File: src/rtl/mips_mc_pkg.sv
// Shared encodings for the multi-cycle MIPS sequencer.
// Covers FSM states, opcodes, datapath mux selects and the per-cycle control bundle.
package mips_mc_pkg;

  typedef enum logic [3:0] {
    S_FETCH, S_DECODE, S_EXEC_R, S_WB_R, S_EXEC_I, S_WB_I, S_MEM_ADDR,
    S_MEM_RD, S_WB_MEM, S_MEM_WR, S_BRANCH, S_JUMP, S_JR, S_HALT
  } state_t;

  localparam logic [5:0] OP_RTYPE = 6'h00;
  localparam logic [5:0] OP_J     = 6'h02;
  localparam logic [5:0] OP_JAL   = 6'h03;
  localparam logic [5:0] OP_BEQ   = 6'h04;
  localparam logic [5:0] OP_BNE   = 6'h05;
  localparam logic [5:0] OP_ADDI  = 6'h08;
  localparam logic [5:0] OP_SLTI  = 6'h0A;
  localparam logic [5:0] OP_ANDI  = 6'h0C;
  localparam logic [5:0] OP_ORI   = 6'h0D;
  localparam logic [5:0] OP_LUI   = 6'h0F;
  localparam logic [5:0] OP_LW    = 6'h23;
  localparam logic [5:0] OP_SW    = 6'h2B;

  localparam logic [5:0] FN_SLL = 6'h00;
  localparam logic [5:0] FN_SRL = 6'h02;
  localparam logic [5:0] FN_JR  = 6'h08;

  typedef enum logic [2:0] {
    ALU_ADD = 3'd0, ALU_SUB = 3'd1, ALU_FUNCT = 3'd2,
    ALU_AND = 3'd3, ALU_OR = 3'd4, ALU_SLT = 3'd5
  } alu_op_t;

  typedef enum logic [1:0] {
    PC_ALU = 2'd0, PC_ALUOUT = 2'd1, PC_JUMP = 2'd2, PC_REG = 2'd3
  } pc_src_t;

  typedef enum logic [1:0] {A_PC = 2'd0, A_REG = 2'd1, A_SHAMT = 2'd2} alu_src_a_t;

  typedef enum logic [2:0] {
    B_REG = 3'd0, B_ONE = 3'd1, B_SIMM = 3'd2, B_ZIMM = 3'd3, B_UPPER = 3'd4
  } alu_src_b_t;

  typedef enum logic [1:0] {DST_RT = 2'd0, DST_RD = 2'd1, DST_R31 = 2'd2} reg_dst_t;
  typedef enum logic [1:0] {M2R_ALU = 2'd0, M2R_MDR = 2'd1, M2R_PC = 2'd2} mem_to_reg_t;
  typedef enum logic [1:0] {ERR_NONE = 2'd0, ERR_ILLEGAL = 2'd1, ERR_TIMEOUT = 2'd2} err_t;

  typedef enum logic [2:0] {
    CLS_R, CLS_JR, CLS_MEM, CLS_BRANCH, CLS_JUMP, CLS_IMM, CLS_ILLEGAL
  } instr_cls_t;

  typedef struct packed {
    instr_cls_t cls;
    logic       is_store;
    logic       is_bne;
    logic       is_link;
    alu_src_a_t src_a;
    alu_src_b_t src_b;
    alu_op_t    op;
  } dec_t;

  typedef struct packed {
    logic        imem_req;
    logic        ir_we;
    logic        pc_we;
    logic        reg_we;
    logic        dmem_rd;
    logic        dmem_wr;
    logic        retire;
    pc_src_t     pc_src;
    reg_dst_t    reg_dst;
    mem_to_reg_t m2r;
    alu_src_a_t  src_a;
    alu_src_b_t  src_b;
    alu_op_t     op;
  } ctl_t;

  localparam ctl_t CTL_IDLE = '{1'b0, 1'b0, 1'b0, 1'b0, 1'b0, 1'b0, 1'b0,
                                PC_ALU, DST_RT, M2R_ALU, A_PC, B_REG, ALU_ADD};

endpackage

File: src/rtl/mips_mc_decode.sv
// Combinational instruction classifier: opcode/funct to instruction class
// plus the ALU operand selects and operation used by the execute-type states.
module mips_mc_decode
  import mips_mc_pkg::*;
(
  input  logic [5:0] opcode,
  input  logic [5:0] funct,
  output dec_t       dec
);

  always_comb begin
    dec.cls      = CLS_ILLEGAL;
    dec.is_store = 1'b0;
    dec.is_bne   = 1'b0;
    dec.is_link  = 1'b0;
    dec.src_a    = A_REG;
    dec.src_b    = B_REG;
    dec.op       = ALU_ADD;
    case (opcode)
      OP_RTYPE: begin
        dec.cls   = (funct == FN_JR) ? CLS_JR : CLS_R;
        // Shifts take the shift amount from the instruction, not from rs.
        dec.src_a = (funct == FN_SLL || funct == FN_SRL) ? A_SHAMT : A_REG;
        dec.op    = ALU_FUNCT;
      end
      OP_LW, OP_SW: begin
        dec.cls      = CLS_MEM;
        dec.is_store = (opcode == OP_SW);
        dec.src_b    = B_SIMM;
      end
      OP_BEQ, OP_BNE: begin
        dec.cls    = CLS_BRANCH;
        dec.is_bne = (opcode == OP_BNE);
        dec.op     = ALU_SUB;
      end
      OP_J, OP_JAL: begin
        dec.cls     = CLS_JUMP;
        dec.is_link = (opcode == OP_JAL);
      end
      OP_ADDI: begin dec.cls = CLS_IMM; dec.src_b = B_SIMM;  dec.op = ALU_ADD; end
      OP_SLTI: begin dec.cls = CLS_IMM; dec.src_b = B_SIMM;  dec.op = ALU_SLT; end
      OP_ANDI: begin dec.cls = CLS_IMM; dec.src_b = B_ZIMM;  dec.op = ALU_AND; end
      OP_ORI:  begin dec.cls = CLS_IMM; dec.src_b = B_ZIMM;  dec.op = ALU_OR;  end
      OP_LUI:  begin dec.cls = CLS_IMM; dec.src_b = B_UPPER; dec.op = ALU_ADD; end
      default: dec.cls = CLS_ILLEGAL;
    endcase
  end

endmodule

File: src/rtl/mips_multicycle_ctrl.sv
// Multi-cycle MIPS control sequencer: state register, dispatch, memory-wait
// watchdog, retire counter and sticky error; controls are decoded from state.
module mips_multicycle_ctrl
  import mips_mc_pkg::*;
#(
  parameter int WAIT_LIMIT = 16,
  parameter int CNT_W      = 32
) (
  input  logic             CLK,
  input  logic             RST,
  input  logic [5:0]       opcode,
  input  logic [5:0]       funct,
  input  logic             zero,
  input  logic             imem_ready,
  input  logic             dmem_ready,
  output logic             imem_req,
  output logic             ir_we,
  output logic             pc_we,
  output logic [1:0]       pc_src,
  output logic [1:0]       alu_src_a,
  output logic [2:0]       alu_src_b,
  output logic [2:0]       alu_op,
  output logic             reg_we,
  output logic [1:0]       reg_dst,
  output logic [1:0]       mem_to_reg,
  output logic             dmem_rd,
  output logic             dmem_wr,
  output logic             retire,
  output logic             halted,
  output logic [1:0]       err,
  output logic [CNT_W-1:0] instr_count,
  output logic [3:0]       dbg_state
);

  localparam int WC_W = (WAIT_LIMIT > 1) ? $clog2(WAIT_LIMIT) : 1;
  localparam int LIM_M1 = (WAIT_LIMIT > 0) ? WAIT_LIMIT - 1 : 0;
  localparam logic [WC_W-1:0] WC_LAST = WC_W'(LIM_M1);

  state_t           state_q, state_d;
  logic [WC_W-1:0]  wait_cnt;
  logic [CNT_W-1:0] cnt_q;
  err_t             err_q;
  dec_t             dec;
  ctl_t             ctl, ctl_o;
  logic             wait_last, wait_inc, timeout, illegal;

  mips_mc_decode u_decode (
    .opcode (opcode),
    .funct  (funct),
    .dec    (dec)
  );

  assign wait_last = (WAIT_LIMIT != 0) && (wait_cnt == WC_LAST);

  // Handshake: imem_req / dmem_rd / dmem_wr stay high every cycle until the
  // matching ready is seen high in the same cycle; the transfer completes on
  // that cycle and the strobe drops on the next. A timeout cycle drives nothing.
  always_comb begin
    ctl      = CTL_IDLE;
    state_d  = state_q;
    wait_inc = 1'b0;
    timeout  = 1'b0;
    illegal  = 1'b0;
    case (state_q)
      S_FETCH: begin
        if (!imem_ready && wait_last) begin
          timeout = 1'b1;
          state_d = S_HALT;
        end else begin
          ctl.imem_req = 1'b1;
          ctl.src_b    = B_ONE;
          ctl.ir_we    = imem_ready;
          ctl.pc_we    = imem_ready;
          wait_inc     = !imem_ready;
          if (imem_ready) state_d = S_DECODE;
        end
      end
      S_DECODE: begin
        // Speculative branch target into ALUOut while the class is resolved.
        ctl.src_b = B_SIMM;
        case (dec.cls)
          CLS_R:      state_d = S_EXEC_R;
          CLS_JR:     state_d = S_JR;
          CLS_MEM:    state_d = S_MEM_ADDR;
          CLS_BRANCH: state_d = S_BRANCH;
          CLS_JUMP:   state_d = S_JUMP;
          CLS_IMM:    state_d = S_EXEC_I;
          default: begin
            illegal = 1'b1;
            state_d = S_HALT;
          end
        endcase
      end
      S_EXEC_R, S_EXEC_I, S_MEM_ADDR: begin
        ctl.src_a = dec.src_a;
        ctl.src_b = dec.src_b;
        ctl.op    = dec.op;
        if (state_q == S_EXEC_R)      state_d = S_WB_R;
        else if (state_q == S_EXEC_I) state_d = S_WB_I;
        else                          state_d = dec.is_store ? S_MEM_WR : S_MEM_RD;
      end
      S_WB_R, S_WB_I, S_WB_MEM: begin
        ctl.reg_we = 1'b1;
        ctl.retire = 1'b1;
        if (state_q == S_WB_R)   ctl.reg_dst = DST_RD;
        if (state_q == S_WB_MEM) ctl.m2r = M2R_MDR;
        state_d = S_FETCH;
      end
      S_MEM_RD, S_MEM_WR: begin
        if (!dmem_ready && wait_last) begin
          timeout = 1'b1;
          state_d = S_HALT;
        end else begin
          ctl.dmem_rd = (state_q == S_MEM_RD);
          ctl.dmem_wr = (state_q == S_MEM_WR);
          ctl.retire  = (state_q == S_MEM_WR) && dmem_ready;
          wait_inc    = !dmem_ready;
          if (dmem_ready) state_d = (state_q == S_MEM_RD) ? S_WB_MEM : S_FETCH;
        end
      end
      S_BRANCH: begin
        ctl.src_a  = dec.src_a;
        ctl.src_b  = dec.src_b;
        ctl.op     = dec.op;
        ctl.pc_src = PC_ALUOUT;
        ctl.pc_we  = dec.is_bne ? !zero : zero;
        ctl.retire = 1'b1;
        state_d    = S_FETCH;
      end
      S_JUMP: begin
        ctl.pc_we  = 1'b1;
        ctl.pc_src = PC_JUMP;
        ctl.retire = 1'b1;
        if (dec.is_link) begin
          ctl.reg_we  = 1'b1;
          ctl.reg_dst = DST_R31;
          ctl.m2r     = M2R_PC;
        end
        state_d = S_FETCH;
      end
      S_JR: begin
        ctl.pc_we  = 1'b1;
        ctl.pc_src = PC_REG;
        ctl.retire = 1'b1;
        state_d    = S_FETCH;
      end
      S_HALT:  state_d = S_HALT;
      default: state_d = S_HALT;
    endcase
  end

  always_ff @(posedge CLK) begin
    if (!RST) begin
      state_q  <= S_FETCH;
      wait_cnt <= '0;
      cnt_q    <= '0;
      err_q    <= ERR_NONE;
    end else begin
      state_q <= state_d;
      if (state_d != state_q) wait_cnt <= '0;
      else if (wait_inc)      wait_cnt <= wait_cnt + 1'b1;
      if (ctl.retire) cnt_q <= cnt_q + 1'b1;
      if (illegal)      err_q <= ERR_ILLEGAL;
      else if (timeout) err_q <= ERR_TIMEOUT;
    end
  end

  assign ctl_o       = RST ? ctl : CTL_IDLE;
  assign imem_req    = ctl_o.imem_req;
  assign ir_we       = ctl_o.ir_we;
  assign pc_we       = ctl_o.pc_we;
  assign pc_src      = ctl_o.pc_src;
  assign alu_src_a   = ctl_o.src_a;
  assign alu_src_b   = ctl_o.src_b;
  assign alu_op      = ctl_o.op;
  assign reg_we      = ctl_o.reg_we;
  assign reg_dst     = ctl_o.reg_dst;
  assign mem_to_reg  = ctl_o.m2r;
  assign dmem_rd     = ctl_o.dmem_rd;
  assign dmem_wr     = ctl_o.dmem_wr;
  assign retire      = ctl_o.retire;
  assign halted      = RST && (state_q == S_HALT);
  assign err         = RST ? err_q : ERR_NONE;
  assign instr_count = RST ? cnt_q : '0;
  assign dbg_state   = RST ? state_q : S_FETCH;

endmodule

File: config.mk
export PLATFORM = sky130hd
export DESIGN_NAME = mips_multicycle_ctrl
export DESIGN_NICKNAME = d
export VERILOG_FILES = /design/src/rtl/mips_mc_pkg.sv /design/src/rtl/mips_mc_decode.sv /design/src/rtl/mips_multicycle_ctrl.sv
export SDC_FILE = /design/constraint.sdc
export NUM_CORES = 1
export LEC_CHECK = 0
export ABC_AREA = 1
export CAP_MARGIN = 20
export CELL_PAD_IN_SITES_DETAIL_PLACEMENT = 1
export CELL_PAD_IN_SITES_GLOBAL_PLACEMENT = 1
export CORE_AREA = 2 2 102 104
export CTS_CLUSTER_DIAMETER = 60
export DETAILED_ROUTE_END_ITERATION = 8
export DIE_AREA = 0 0 104 106
export PLACE_DENSITY_LB_ADDON = 0.1
export SYNTH_ARGS = -nofsm -noshare
export SYNTH_HDL_FRONTEND = slang
export SYNTH_SLANG_ARGS = --single-unit
File: constraint.sdc
create_clock -name CLK -period 1.9 [get_ports CLK]
set_input_delay 0.38 -clock CLK [delete_from_list [all_inputs] [get_ports CLK]]
set_output_delay 0.38 -clock CLK [all_outputs]
set_load 0.005 [all_outputs]
==> results of run 1 <==
## worst max-delay path by stage
stage / startpoint / endpoint / slack, ns / cells past startpoint
final: state_q[2]$_SDFF_PN0_ / alu_src_b[0] / -0.19 / 10
after global routing: state_q[2]$_SDFF_PN0_ / alu_src_b[0] / -0.28 / 10
after CTS: state_q[3]$_SDFF_PN0_ / alu_src_b[2] / -0.21 / 9
after detailed placement: opcode[2] / alu_src_b[1] / -0.65 / 10
after global placement: opcode[2] / alu_src_b[1] / -0.56 / 10
after floorplan: RST / instr_count[21] / 0.19 / 5
## power groups by stage
| stage | sequential [W] | clock, W | combinational (W) |
|---|---|---|---|
| after global placement | 0.00105 | 0 | 0.00180 |
| after global routing | 0.00109 | 0.000804 | 0.00310 |
| after detailed placement | 0.00105 | 0 | 0.00185 |
| after floorplan | 0.00101 | 0 | 0.000939 |
| final | 0.00108 | 0.000743 | 0.00291 |
| after CTS | 0.00106 | 0.000775 | 0.00239 |
## state kept, by name, indices dropped and copies added (netlist names)
register	count
state_q	4
cnt_q	32
wait_cnt	4
err_q	2
## cell usage after synthesis, drive strengths merged, types with 7 or more instances
cell / instances
nand3: 35
buf: 9
nor3: 24
dfxtp: 42
a21oi: 28
nor4: 7
nand2: 143
o21ai: 10
inv: 105
nand4: 15
xnor2: 8
nor2: 89
## worst reg2reg max path: stages (launching register included)
cell,delay [ns]
dfxtp_4,0.39
nand2_1,0.16
inv_2,0.08
buf_4,0.13
nand2_1,0.12
nand2_2,0.10
nand3_1,0.10
nand2_1,0.10
nor2_2,0.14
nand3_2,0.10
nand2_1,0.07
nand2_1,0.05
nor2_1,0.14
nand3_2,0.15
nor2_1,0.12
## metal layers
layer	up-vias	GRT usage [%]	part of all wire [%]
met5	-	0	0
met4	0	7.24	2.4
met3	22	1.84	2.2
met2	79	46.8	57
met1	2123	23.2	38
li1	2099	-	-
## stage by stage
step / cells / hold slack [ns] / utilization [%] / area, µm²
finish: 878 / 0.494 / 56.4 / 5640
global route: 878 / 0.520 / 56.4 / 5640
CTS: 858 / 0.510 / 52.5 / 5250
detailed placement: 832 / 0.490 / 47.8 / 4780
global placement: 832 / 0.471 / 47.8 / 4780
floorplan: 548 / 0.451 / - / 3270
## cell families after synthesis
kind of cell / count (synthesis)
compound gates: 52
xor+xnor: 13
fa+ha+maj: 2
buf+inv: 122
flops: 42
mux: 1
simple gates: 316
## final cells by class
cell class | instances | area [µm²]
clock inverter | 3 | 43.8
timing repair buffer | 201 | 1710
fill | 1333 | 4360
multi-input combinational | 384 | 2370
inverter | 107 | 419
clock buffer | 5 | 68.8
tap | 136 | 170
sequential | 42 | 856
## what timing repair did
action,in CTS,in global routing
pin swaps,31,21
resized for setup,177,67
hold buffers,0,0
setup endpoints to repair,82,71
cloned,0,1
setup buffers,19,19
==> metrics.yaml, run 1 <==
grt:
  grt_start_max_net_pins: 36
  first_global_vias: 4425
  grt_pass1_wl_mm: 20.4
  grt_overflow: 0
  track_usage_pct: 22.4
  antenna_found_initial: 0
synth:
  synth_xor_area_share_pct: 3.48
  synth_top_area_cell: "dfxtp_1"
  synth_edf_count: 0
  synth_adder_area_share_pct: 0.766
  netlist.area_leader.share_pct: 25.7
  synth_warnings: 0
  syn_avg_cell_area_um2: 5.96
  synth_area_mm2: 0.00327
  synth_mux_area_share_pct: 0.306
  synth_cell_type_count: 40
  synth_cells: 548
  synth-compound-area-share_pct: 8.96
  ys_seq_area_share_pct: 25.7
  synth_top_family_by_area: "simple AND/OR/NAND/NOR gates"
  async_flop_share_pct: 0
  synthFlopType: "dfxtp_1"
  synth_simple_gate_area_share_pct: 45.9
  synth_fp_nets: 567
  synth_area_leaders: "dfxtp_1, nand2_1, inv_1"
  ys_ff_latch: 42
routing:
  drt-wirelength-per-cell_um: 15.9
  vias: 4323
  drt_first_pass_iters: 4
  drt_iter0_markers: 92
  totalWireLength_mm: 13.9
  via_per_inst: 4.92
  drc: 0
  postRouteAntennaNets: 0
critical_path:
  required_ns: 1.52
  end_kind: "output port"
  cp_slowest_cell: "dfxtp_4"
  max_stage_delay_ns: 0.40
  crit_chain: "nor2_4, inv_4, nor2_4, nor2_4, nand2_4, buf_4, buf_6, nand4_1, a21oi_1, buf_2"
  timing.critical_path.buf_inv: 4
  r2r_slack_ns: -0.12
  critPathTopFamily: "simple AND/OR/NAND/NOR gates"
  cp_max_fo: 5
  reg2reg_from: "state_q[0]$_SDFF_PN0_"
  path_class: "reg2out"
  startpoint_type: "flop"
  worstReg2RegEnd: "wait_cnt[1]$_SDFFE_PP0P_"
  ff2ff_path_depth: 14
  critPathMostFrequentCell: "nor2_4"
  cp_data_arrival_time_ns: 1.71
timing:
  tns_ns: -1.90
  worst_slew_pin_slew_ns: 0.561
  period_share_pct: 110
  max_freq_ghz: 0.479
  final.setup.worst_slack_ns: -0.186
  hold_viol_final: 0
  worst_clock_skew_ns: 0.0123
  rsz0062_at_grt: "true"
  drv_slew: 0
  relSlewSlack_pct: 62.3
  fin_crit_ns: 2.09
  finalSetupViolCount: 22
worst_hold_path:
  min_to: "err_q[0]$_SDFFE_PN0P_"
  hold_path.class: "reg2reg"
  min_path_cells: 2
  hold_start: "err_q[0]$_SDFFE_PN0P_"
outcome:
  violations: "setup timing"
  status: "finished with violations"
clock_network:
  cts_buffer_depth: 2
  worstSkewPairLatency_ns: 0.29
  cts_tree: "yes"
  clock_sinks: 42
  clk_pin_slew_ns: 0.09
  cts_made_buffers: 5
  cts.htree.levels: 2
  root_buffer: "clkbuf_8"
final_layout:
  final_cell_mix: "nand2_1, buf_4, inv_1"
  drive_gt1_share_pct: 37.2
  diodes: 0
  final_common_cell: "nand2_1"
  syn_to_final_growth_pct: 72.5
  final_nets: 760
power:
  combPwrFrac_pct: 61.5
  p_clk_share_pct: 15.7
  ir_drop_mv: 0.560
  power.total_w: 0.00473
  p_leak_nw: 2.82
  power_switching_w: 0.00190
  intPower_w: 0.00283
  power_frac_seq_pct: 22.8
  p_sw_share_pct: 40.1
  power.density_mw_per_mm2: 840
flow_run:
  cap_violations: 0
placed_design:
  post-dp-hpwl_mm: 9.17
  gp_congestion: 0.910
  pre_cts_ws_ns: -0.646
  io_buffers: 76
floorplan:
  start_util_pct: 32.7
  fp.dieArea_mm2: 0.0110
  ios: 77
  core_mm2: 0.0100
  die_w_um: 104
  fp-row-count: 37
  die_h_um: 106
No activity file was read; power rests on OpenSTA's default activity.
==> run 2, diff against run 1 <==
--- a/config.mk
+++ b/config.mk
@@ -6,6 +6,7 @@
 export NUM_CORES = 1
 export LEC_CHECK = 0
 export ABC_AREA = 1
+export ABC_CLOCK_PERIOD_IN_PS = 1900
 export CAP_MARGIN = 20
 export CELL_PAD_IN_SITES_DETAIL_PLACEMENT = 1
 export CELL_PAD_IN_SITES_GLOBAL_PLACEMENT = 1
==> results of run 2 <==
Final layout, timing and power as in run 1 (identical DEF).
